--- config.mk ---
export PLATFORM = sky130hd
export DESIGN_NAME = uart_receiver
export DESIGN_NICKNAME = d
export VERILOG_FILES = /design/src/rtl/uart_pkg.sv /design/src/rtl/uart_rx_sync.sv /design/src/rtl/uart_receiver.sv
export SDC_FILE = /design/constraint.sdc
export NUM_CORES = 1
export LEC_CHECK = 0
export CORE_MARGIN = 2
export CORE_UTILIZATION = 50
export CTS_BUF_LIST = sky130_fd_sc_hd__clkbuf_8
export DETAILED_ROUTE_END_ITERATION = 8
export PLACE_DENSITY = 0.8
export SYNTH_ARGS = -nofsm -noshare
export SYNTH_HDL_FRONTEND = slang
export SYNTH_SLANG_ARGS = --single-unit
--- constraint.sdc ---
create_clock -name Clk -period 3.3 [get_ports Clk]
set_input_delay 0.66 -clock Clk [delete_from_list [all_inputs] [get_ports Clk]]
set_output_delay 0.66 -clock Clk [all_outputs]
set_load 0.005 [all_outputs]
--- src/rtl/uart_pkg.sv ---
// Shared definitions for the UART receiver: FSM states, error-bit indices, parameter defaults.
// Optional feature macro: UART_RX_SYNC_EN (two-flop Rx synchronizer).
package uart_pkg;

   typedef enum logic [2:0] {
      IDLE,
      DATA,
      PARITY,
      STOP,
      DONE,
      BRK_WAIT
   } uart_state_e;

   localparam int ERR_BREAK  = 0;
   localparam int ERR_PARITY = 1;
   localparam int ERR_FRAME  = 2;

   localparam int DEF_DATA_BITS  = 8;
   localparam int DEF_PARITY_BIT = 1;
   localparam int DEF_STOP_BITS  = 2;

endpackage

--- src/rtl/uart_rx_sync.sv ---
// Two-flop synchronizer for the serial line; resets to the idle (high) level.
// Instantiated by uart_receiver only when UART_RX_SYNC_EN is defined.
module uart_rx_sync (
   input  logic Clk,
   input  logic Rst_n,
   input  logic Rx,
   output logic Rx_Sync
);

   logic meta;

   always_ff @(posedge Clk) begin
      if (!Rst_n) begin
         meta    <= 1'b1;
         Rx_Sync <= 1'b1;
      end else begin
         meta    <= Rx;
         Rx_Sync <= meta;
      end
   end

endmodule

--- src/rtl/uart_receiver.sv ---
// UART receiver clocked at the baud rate: start, MSB-first data, optional even parity, stop bits.
// Define UART_RX_SYNC_EN to insert a two-flop synchronizer on Rx (adds 2 cycles of latency).
module uart_receiver
   import uart_pkg::*;
#(
   parameter int DATA_BITS  = DEF_DATA_BITS,
   parameter int PARITY_BIT = DEF_PARITY_BIT,
   parameter int STOP_BITS  = DEF_STOP_BITS
) (
   input  logic                 Clk,
   input  logic                 Rst_n,
   input  logic                 Rx,
   input  logic                 Fifo_Full,
   input  logic                 Err_Clr,
   output logic [DATA_BITS-1:0] Data_Out,
   output logic                 Data_Valid,
   output logic [2:0]           Rx_Error,
   output logic                 RTS,
   output logic                 Overrun
);

   localparam int MAX_CNT = (DATA_BITS > STOP_BITS) ? DATA_BITS : STOP_BITS;
   localparam int CNT_W   = (MAX_CNT > 1) ? $clog2(MAX_CNT) : 1;
   localparam logic [CNT_W-1:0] DATA_LAST = CNT_W'(DATA_BITS - 1);
   localparam logic [CNT_W-1:0] STOP_LAST = CNT_W'(STOP_BITS - 1);

   logic rx_s;

`ifdef UART_RX_SYNC_EN
   uart_rx_sync u_rx_sync (
      .Clk     (Clk),
      .Rst_n   (Rst_n),
      .Rx      (Rx),
      .Rx_Sync (rx_s)
   );
`else
   assign rx_s = Rx;
`endif

   uart_state_e          state, state_nxt;
   logic [CNT_W-1:0]     cnt;
   logic                 cnt_done;
   logic [DATA_BITS-1:0] shreg;
   logic                 par_acc, par_err, frm_err, all_zero;
   logic [2:0]           err_word;

   assign cnt_done = (cnt == '0);

   always_ff @(posedge Clk) begin
      if (!Rst_n) state <= IDLE;
      else        state <= state_nxt;
   end

   always_comb begin
      state_nxt = state;
      case (state)
         IDLE:     if (!rx_s) state_nxt = DATA;
         DATA:     if (cnt_done) state_nxt = (PARITY_BIT != 0) ? PARITY : STOP;
         PARITY:   state_nxt = STOP;
         STOP:     if (cnt_done) state_nxt = DONE;
         DONE:     state_nxt = all_zero ? BRK_WAIT : IDLE;
         BRK_WAIT: if (rx_s) state_nxt = IDLE;
         default:  state_nxt = IDLE;
      endcase
   end

   // A break reports only the break bit; parity/frame flags are masked.
   always_comb begin
      err_word = '0;
      if (all_zero) begin
         err_word[ERR_BREAK] = 1'b1;
      end else begin
         err_word[ERR_PARITY] = par_err;
         err_word[ERR_FRAME]  = frm_err;
      end
   end

   always_ff @(posedge Clk) begin
      if (!Rst_n) begin
         cnt        <= '0;
         shreg      <= '0;
         par_acc    <= 1'b0;
         par_err    <= 1'b0;
         frm_err    <= 1'b0;
         all_zero   <= 1'b0;
         Data_Out   <= '0;
         Data_Valid <= 1'b0;
         Rx_Error   <= '0;
         RTS        <= 1'b0;
         Overrun    <= 1'b0;
      end else begin
         RTS        <= ~Fifo_Full;
         Data_Valid <= 1'b0;

         // Counter reloads whenever the FSM enters a new state.
         if (state_nxt != state) begin
            case (state_nxt)
               DATA:    cnt <= DATA_LAST;
               STOP:    cnt <= STOP_LAST;
               default: cnt <= '0;
            endcase
         end else if (!cnt_done) begin
            cnt <= cnt - CNT_W'(1);
         end

         if (Err_Clr) Overrun <= 1'b0;

         case (state)
            IDLE: begin
               if (!rx_s) begin
                  par_acc  <= 1'b0;
                  par_err  <= 1'b0;
                  frm_err  <= 1'b0;
                  all_zero <= 1'b1;
               end
            end
            DATA: begin
               shreg    <= DATA_BITS'({shreg, rx_s});
               par_acc  <= par_acc ^ rx_s;
               all_zero <= all_zero & ~rx_s;
            end
            PARITY: begin
               par_err  <= (rx_s != par_acc);
               all_zero <= all_zero & ~rx_s;
            end
            STOP: begin
               if (!rx_s) frm_err <= 1'b1;
               all_zero <= all_zero & ~rx_s;
            end
            DONE: begin
               // Overrun set overrides a coincident Err_Clr.
               if (!Fifo_Full) begin
                  Data_Valid <= 1'b1;
                  Data_Out   <= shreg;
                  Rx_Error   <= err_word;
               end else begin
                  Overrun <= 1'b1;
               end
            end
            default: ;
         endcase
      end
   end

endmodule

==> out/results.txt, run 1 <==
Run status -> complete, no violations
DR DRC count -> 0
Number of I/O port buffers -> 18
Arrival time worst endpoint -> 2220 ps
Area overhead of the layout relative to synthesis -> 15.4%
Final hold violation count -> 0
Top_reg_cell synth -> sky130_fd_sc_hd__dfxtp_1
Post-CTS Setup Inserts -> 0
Max-cap violations -> 0
Sum of negative setup slack -> 0 ps
DIE WIDTH -> 58.5 µm
Drt total wl -> 2870 µm
Number of gates resized after CTS -> 0
Post-route clock period utilization -> 63.2%
Antenna violations before repair -> 0
Drt first pass iters -> 4
Net total in the final layout -> 189
Max Slew Vio Count -> 0
Number of enable-type register cells in the synthesized netlist -> 0
Maximum clock frequency -> 479 MHz
Floorplan row count -> 19
Number of violations reported at the end of detailed-routing iteration 0 -> 29
Via-per-instance ratio -> 5.68
Antenna diode instance count -> 0
Unrepaired setup endpoints after global routing -> false
Terminus of the critical flop-to-flop path -> shreg[1]
Cell types occupying the most area after synthesis -> sky130_fd_sc_hd__dfxtp_1 (43%), sky130_fd_sc_hd__nand2_1 (6.6%), sky130_fd_sc_hd__mux2i_1 (6.1%)
Number of buffers created by CTS -> 5
Total routing usage reported by global routing -> 18.5%
TritonCTS Sinks -> 32
R2r worst-path depth -> 3
Static Leakage -> 0.612 nW
Hold_buf cts -> 0
Clock Skew -> 2.85 ps
Maximum number of pins on one net before global-route repair -> 31
Share of flip-flops with an asynchronous set or reset after synthesis -> 0%
Worst setup path startpoint -> state[0]
Clock root buffer -> sky130_fd_sc_hd__clkbuf_8
Worst min-delay path category -> reg -> reg
Worst setup slack for register-to-register paths -> 1210 ps
Post-synthesis sequential area ratio -> 43.2%
Total Die Area -> 0.00342 mm²
Final core utilization -> 61.5%
Share of final-layout standard cells stronger than drive strength 1 -> 7.65%
Mapped cell area -> 0.00148 mm²
Worst supply voltage drop on vdd -> 401 µV
Yosys reg bits -> 32
Category of the most critical setup path -> reg -> reg
Number of global-route vias before repair -> 1119
Die Ht -> 58.5 µm
Average cell area after synthesis -> 8.67 µm²
Clock tree from TritonCTS -> built
Yosys warning total -> 0
Maximum fanout encountered on the critical timing path -> 23
Fraction of post-synthesis cell area in the top cell type by area -> 43.2%
Final Critical Period -> 2090 ps
Final RePlAce weighted congestion -> 0.738
Post-synthesis instance total -> 171
Starting utilization of the core area -> 53.3%
Mapped Nets -> 178
Longest Clk Path Bufs -> 2
Startpoint of the worst-slack reg-to-reg timing path -> state[0]
Worst setup SP type -> flop
Ranking of synthesized cells by instance count -> sky130_fd_sc_hd__dfxtp_1 (32), sky130_fd_sc_hd__nand2_1 (26), sky130_fd_sc_hd__a21oi_1 (15), sky130_fd_sc_hd__nor2_1 (15), sky130_fd_sc_hd__mux2i_1 (9)
GRT Residual Overflow -> 0
Area inside the core boundary -> 0.00278 mm²
Library cell occupying the most area in the post-synthesis netlist -> sky130_fd_sc_hd__dfxtp_1
Crit. End Element -> flop
Endpoints failing setup -> 0
Detail-routed net length per standard cell -> 13.4 µm
Final HPWL from detailed placement -> 1910 µm
Depth of the CTS H-tree -> 2
Clock-pin slew reported for the worst setup and hold paths after clock tree synthesis -> 70 ps
Pin slew with the least headroom to its limit -> 904 ps
Vias after detailed routing -> 1215
Power per cell area -> 622 mW/mm²
I/O pin cnt -> 19
Count leader, synth -> sky130_fd_sc_hd__dfxtp_1
Endpoint required time on the critical path -> 3430 ps
Post-synthesis cell type count -> 39
Global-route wire length before repair -> 4880 µm
Clock latency at the later pin of the worst-skew pair -> 280 ps
Count of nets left with antenna violations after detail routing -> 0
Relative slew margins -> 39.6%
Endpoint of the most critical setup path -> shreg[1]
[flip-flops by register name, summed over array words and instances, names as in the netlist]
register and flops:
Overrun 1, RTS 1, par_acc 1, Data_Valid 1, cnt 3, state 3, Data_Out 8, all_zero 1
par_err 1, shreg 8, frm_err 1, Rx_Error 3
[metrics by stage]
stage	hold slack [ps]	power [W]	worst slack (ps)	std cells	instance area (µm²)
finish	454	0.00106	1210	214	1710
global placement	443	0.000743	1070	206	1620
floorplan	431	0.000723	1740	171	1480
global route	491	0.00112	967	214	1710
detailed placement	448	0.000765	938	206	1620
CTS	457	0.00107	1220	214	1710
[kinds of logic (layout without fill, tap and decap cells)]
family / Yosys count / after routing / share of synthesized area, %
flip-flops: 32 / 32 / 43.2
multiplexers: 9 / 9 / 6.08
adder cells (fa/ha/maj): 2 / 2 / 1.69
AND/OR/NAND/NOR: 68 / 68 / 24.6
buffers and inverters: 20 / 32 / 7.17
XOR/XNOR: 1 / 1 / 0.591
AO/OA/AOI/OAI: 39 / 39 / 16.7
[per-layer routing]
metal | track usage (%) | up-vias | routed length, µm
li1 | - | 605 | -
met3 | 4.84 | 5 | 101
met5 | 0 | - | 0
met4 | 5.98 | 0 | 37
met2 | 32.1 | 24 | 1450
met1 | 22.3 | 581 | 1280
[layout by cell type (no fill, tap or decap), types with 3 or more instances in the layout]
cell                               n
sky130_fd_sc_hd__o21ai_1           4
sky130_fd_sc_hd__nor3_1            3
sky130_fd_sc_hd__nor2b_1           7
sky130_fd_sc_hd__inv_1             6
sky130_fd_sc_hd__o21bai_1          5
sky130_fd_sc_hd__nand3b_1          3
sky130_fd_sc_hd__clkdlybuf4s50_1  18
sky130_fd_sc_hd__nand2_1          26
sky130_fd_sc_hd__nor2_1           15
sky130_fd_sc_hd__a21oi_1          15
sky130_fd_sc_hd__mux2i_1           9
sky130_fd_sc_hd__o21ai_0           3
sky130_fd_sc_hd__clkbuf_8          6
sky130_fd_sc_hd__dfxtp_1          32
[worst min-delay path by stage]
stage	startpoint	end	slack (ps)	cells past startpoint
finish	Data_Out[6]	Data_Out[6]	450	2
global route	Data_Out[0]	Data_Out[0]	490	2
CTS	Data_Out[6]	Data_Out[6]	460	2
detailed placement	Data_Out[6]	Data_Out[6]	450	2
global placement	Rx_Error[2]	Rx_Error[2]	440	2
floorplan	shreg[7]	Data_Out[7]	430	2
[where the power goes]
group	total, W	switching [W]	internal [W]
logic	0.000275	0.000136	0.000139
clock network	0.000306	0.000140	0.000166
registers	0.000483	0.0000631	0.000420
total	0.00106	0.000339	0.000725
[worst max-delay path: stages, from the launching register on]
cell and delay [ps]:
sky130_fd_sc_hd__dfxtp_1 780, sky130_fd_sc_hd__nor3b_2 820, sky130_fd_sc_hd__mux2i_1 290, sky130_fd_sc_hd__nor2_1 50
[cell type report]
type | instances | area, µm²
fillers | 241 | 1070
multi-input cells | 119 | 736
flip-flops and latches | 32 | 641
repair buffers | 18 | 180
clock buffers | 6 | 82.6
well taps | 31 | 38.8
inverters | 6 | 22.5
clock inverters | 2 | 10.0
No activity file was read; power rests on OpenSTA's default activity.
==> run 2, diff against run 1 <==
==> constraint.sdc (replaced) <==
create_clock -name Clk -period 2.1 [get_ports Clk]
set_input_delay 0.42 -clock Clk [delete_from_list [all_inputs] [get_ports Clk]]
set_output_delay 0.42 -clock Clk [all_outputs]
set_load 0.005 [all_outputs]
==> run 2 against run 1 <==
  * Sequential power grew 54%
  * Worst setup slack lost 890 ps
  * Final cell count grew 2.8%
  * Via count grew 1.5%
  * Die area is the same
  * Combinational power grew 68%
  * Flip-flop and latch count is the same
  * Critical endpoint is now cnt[2]
==> out/results.txt, run 2 (synthesized netlist as in run 1, its figures left out) <==
Endpoints failing setup -> 0 (unchanged)
Vias after detailed routing -> 1233 (was 1215)
Antenna diode instance count -> 0 (unchanged)
Detail-routed net length per standard cell -> 13.6 µm (was 13.4 µm)
Cell family with the largest share of critical-path delay -> adder cells (was simple AND/OR/NAND/NOR gates)
Total Die Area -> 0.00342 mm² (unchanged)
Maximum clock frequency -> 564 MHz (was 479 MHz)
Clock-pin slew reported for the worst setup and hold paths after clock tree synthesis -> 60 ps (was 70 ps)
Drt total wl -> 2990 µm (was 2870 µm)
Logic pwr share -> 27.6% (was 25.8%)
Net total in the final layout -> 195 (was 189)
Relative slew margins -> 52.4% (was 39.6%)
Depth of the CTS H-tree -> 2 (unchanged)
Relative contribution of the clock network to total power -> 28.3% (was 28.8%)
Static Leakage -> 0.646 nW (was 0.612 nW)
Clock latency at the later pin of the worst-skew pair -> 280 ps (about the same)
Area inside the core boundary -> 0.00278 mm² (unchanged)
Arrival time worst endpoint -> 1990 ps (was 2220 ps)
Fill cell count -> 247 (was 241)
Startpoint of the worst-slack reg-to-reg timing path -> cnt[0] (was state[0])
Post-route clock period utilization -> 84.4% (was 63.2%)
DIE WIDTH -> 58.5 µm (unchanged)
Commonest non-fill, non-tap cell in the layout -> sky130_fd_sc_hd__dfxtp_1 (unchanged)
Count of nets left with antenna violations after detail routing -> 0 (unchanged)
Worst supply voltage drop on vdd -> 852 µV (was 401 µV)
Hold_buf cts -> 0 (unchanged)
Area overhead of the layout relative to synthesis -> 18.2% (was 15.4%)
I/O pin cnt -> 19 (unchanged)
Clock tree from TritonCTS -> built (unchanged)
Proportion of total power due to net switching -> 31.7% (was 31.9%)
Slowest-stage cell, CP -> sky130_fd_sc_hd__dfxtp_1 (was sky130_fd_sc_hd__nor3b_2)
Placement-stage worst setup slack -> 277 ps (was 938 ps)
Unrepaired setup endpoints after global routing -> false (unchanged)
DR DRC count -> 0 (unchanged)
Max-cap violations -> 0 (unchanged)
Max Slew Vio Count -> 0 (unchanged)
Chain of cells forming the critical path -> inv_1 -> ha_1 -> ha_1 -> or2_2 -> a221o_1 -> a21oi_1 (was nor3b_2 -> mux2i_1 -> nor2_1)
Power per cell area -> 958 mW/mm² (was 622 mW/mm²)
Crit. End Element -> flop (unchanged)
CP bufs+invs -> 1 (was 0)
Worst min-delay path category -> reg -> reg (unchanged)
Final hold violation count -> 0 (unchanged)
Worst setup path startpoint -> cnt[0] (was state[0])
Total internal power -> 0.00115 W (was 0.000725 W)
Sum of negative setup slack -> 0 ps (unchanged)
Final HPWL from detailed placement -> 2050 µm (was 1910 µm)
Endpoint required time on the critical path -> 2320 ps (was 3430 ps)
Startpoint of the most critical hold path -> Data_Out[0] (was Data_Out[6])
Detailed route wirelength on metal2 -> 1480 µm (was 1450 µm)
Routed metal-1 wire length -> 1340 µm (was 1280 µm)
Final Critical Period -> 1770 ps (was 2090 ps)
Clock Skew -> 1.80 ps (was 2.85 ps)
Drt first pass iters -> 4 (unchanged)
Share of final-layout standard cells stronger than drive strength 1 -> 9.52% (was 7.65%)
Relative contribution of sequential cells to total power -> 44.2% (was 45.4%)
Topmost layer with routed signal wires -> met4 (unchanged)
Worst Slack Setup Final -> 327 ps (was 1210 ps)
Net switching component of the power -> 0.000532 W (was 0.000339 W)
GRT Residual Overflow -> 0 (unchanged)
Via-per-instance ratio -> 5.60 (was 5.68)
Floorplan row count -> 19 (unchanged)
Die Ht -> 58.5 µm (unchanged)
Routed wl met3 -> 111 µm (was 101 µm)
Number of violations reported at the end of detailed-routing iteration 0 -> 25 (was 29)
Longest individual stage delay on the worst path -> 370 ps (was 820 ps)
Most frequent cells in the layout -> sky130_fd_sc_hd__dfxtp_1 (32), sky130_fd_sc_hd__nand2_1 (26), sky130_fd_sc_hd__clkdlybuf4s50_1 (18) (unchanged)
Total routing usage reported by global routing -> 20.5% (was 18.5%)
Run status -> complete, no violations (unchanged)
Starting utilization of the core area -> 53.3% (unchanged)
TritonCTS Sinks -> 32 (unchanged)
Antenna violations before repair -> 0 (unchanged)
Final RePlAce weighted congestion -> 0.773 (was 0.738)
Number of I/O port buffers -> 18 (unchanged)
Clock root buffer -> sky130_fd_sc_hd__clkbuf_8 (unchanged)
Maximum fanout encountered on the critical timing path -> 13 (was 23)
Pin slew with the least headroom to its limit -> 714 ps (was 904 ps)
Longest Clk Path Bufs -> 2 (unchanged)
Number of gates resized after CTS -> 0 (unchanged)
Registers with the highest flip-flop counts -> Data_Out: 8 flops, shreg: 8 flops (unchanged)
Global-route wire length before repair -> 5260 µm (was 4880 µm)
Post-CTS Setup Inserts -> 0 (unchanged)
Cell with the most instances on the worst path -> sky130_fd_sc_hd__ha_1
Worst setup SP type -> flop (unchanged)
Maximum number of pins on one net before global-route repair -> 22 (was 31)
Number of global-route vias before repair -> 1214 (was 1119)
Category of the most critical setup path -> reg -> reg (unchanged)
Number of buffers created by CTS -> 5 (unchanged)
==> run 2: cell types whose count changed in the layout (fill, tap and decap cells not counted), sizes merged <==
cell	previous run	this run
clkinv	2	0
inv	6	8
buf	0	6
==> run 2: path summary, 6_finish.rpt <==
path              cells after the start  slack, ps          end
setup / recovery                      6        330       cnt[2]
hold reg to reg                       2        460  Data_Out[0]
hold / removal                        2        460  Data_Out[0]
setup reg to reg                      6        330       cnt[2]
==> run 2: per-stage QoR <==
step                hold slack [ps]  area [µm²]  util, %  std cells  power (W)
finish                          457        1750     63.0        220    0.00168
global route                    486        1750     63.0        220    0.00178
CTS                             463        1750     63.0        220    0.00169
detailed placement              454        1660     59.8        212    0.00122
global placement                441        1660     59.8        212    0.00118
floorplan                       431        1480        -        171    0.00114
==> run 2: area by class of cell <==
cell class	instances	area (µm²)	area share, %
clock buffer	6	82.6	4.71
inverter	6	22.5	1.28
multi-input combinational	119	736	42.0
tap	31	38.8	2.21
sequential	32	641	36.5
clock inverter	2	7.51	0.428
timing repair buffer	24	225	12.8
==> run 2: power by group through the flow <==
stage | clock network (W) | logic [W] | registers [W]
2_1_floorplan | 0 | 0.000431 | 0.000705
3_3_place_gp | 0 | 0.000434 | 0.000750
3_5_place_dp | 0 | 0.000463 | 0.000755
4_1_cts | 0.000481 | 0.000466 | 0.000742
5_1_grt | 0.000504 | 0.000524 | 0.000753
6_report | 0.000475 | 0.000463 | 0.000742
==> run 2: per-layer routing <==
metal  track usage [%]  vias up
met4              8.97        0
li1                  -      618
met3              5.93        7
met2              33.7       16
met1              24.9      592
met5                 0        -
==> run 2: tightest hold or removal path, delay by kind of cell, from the launching register on <==
family | cells | cell delay (ps)
compound gates | 1 | 50
flops | 1 | 310
simple gates | 1 | 50
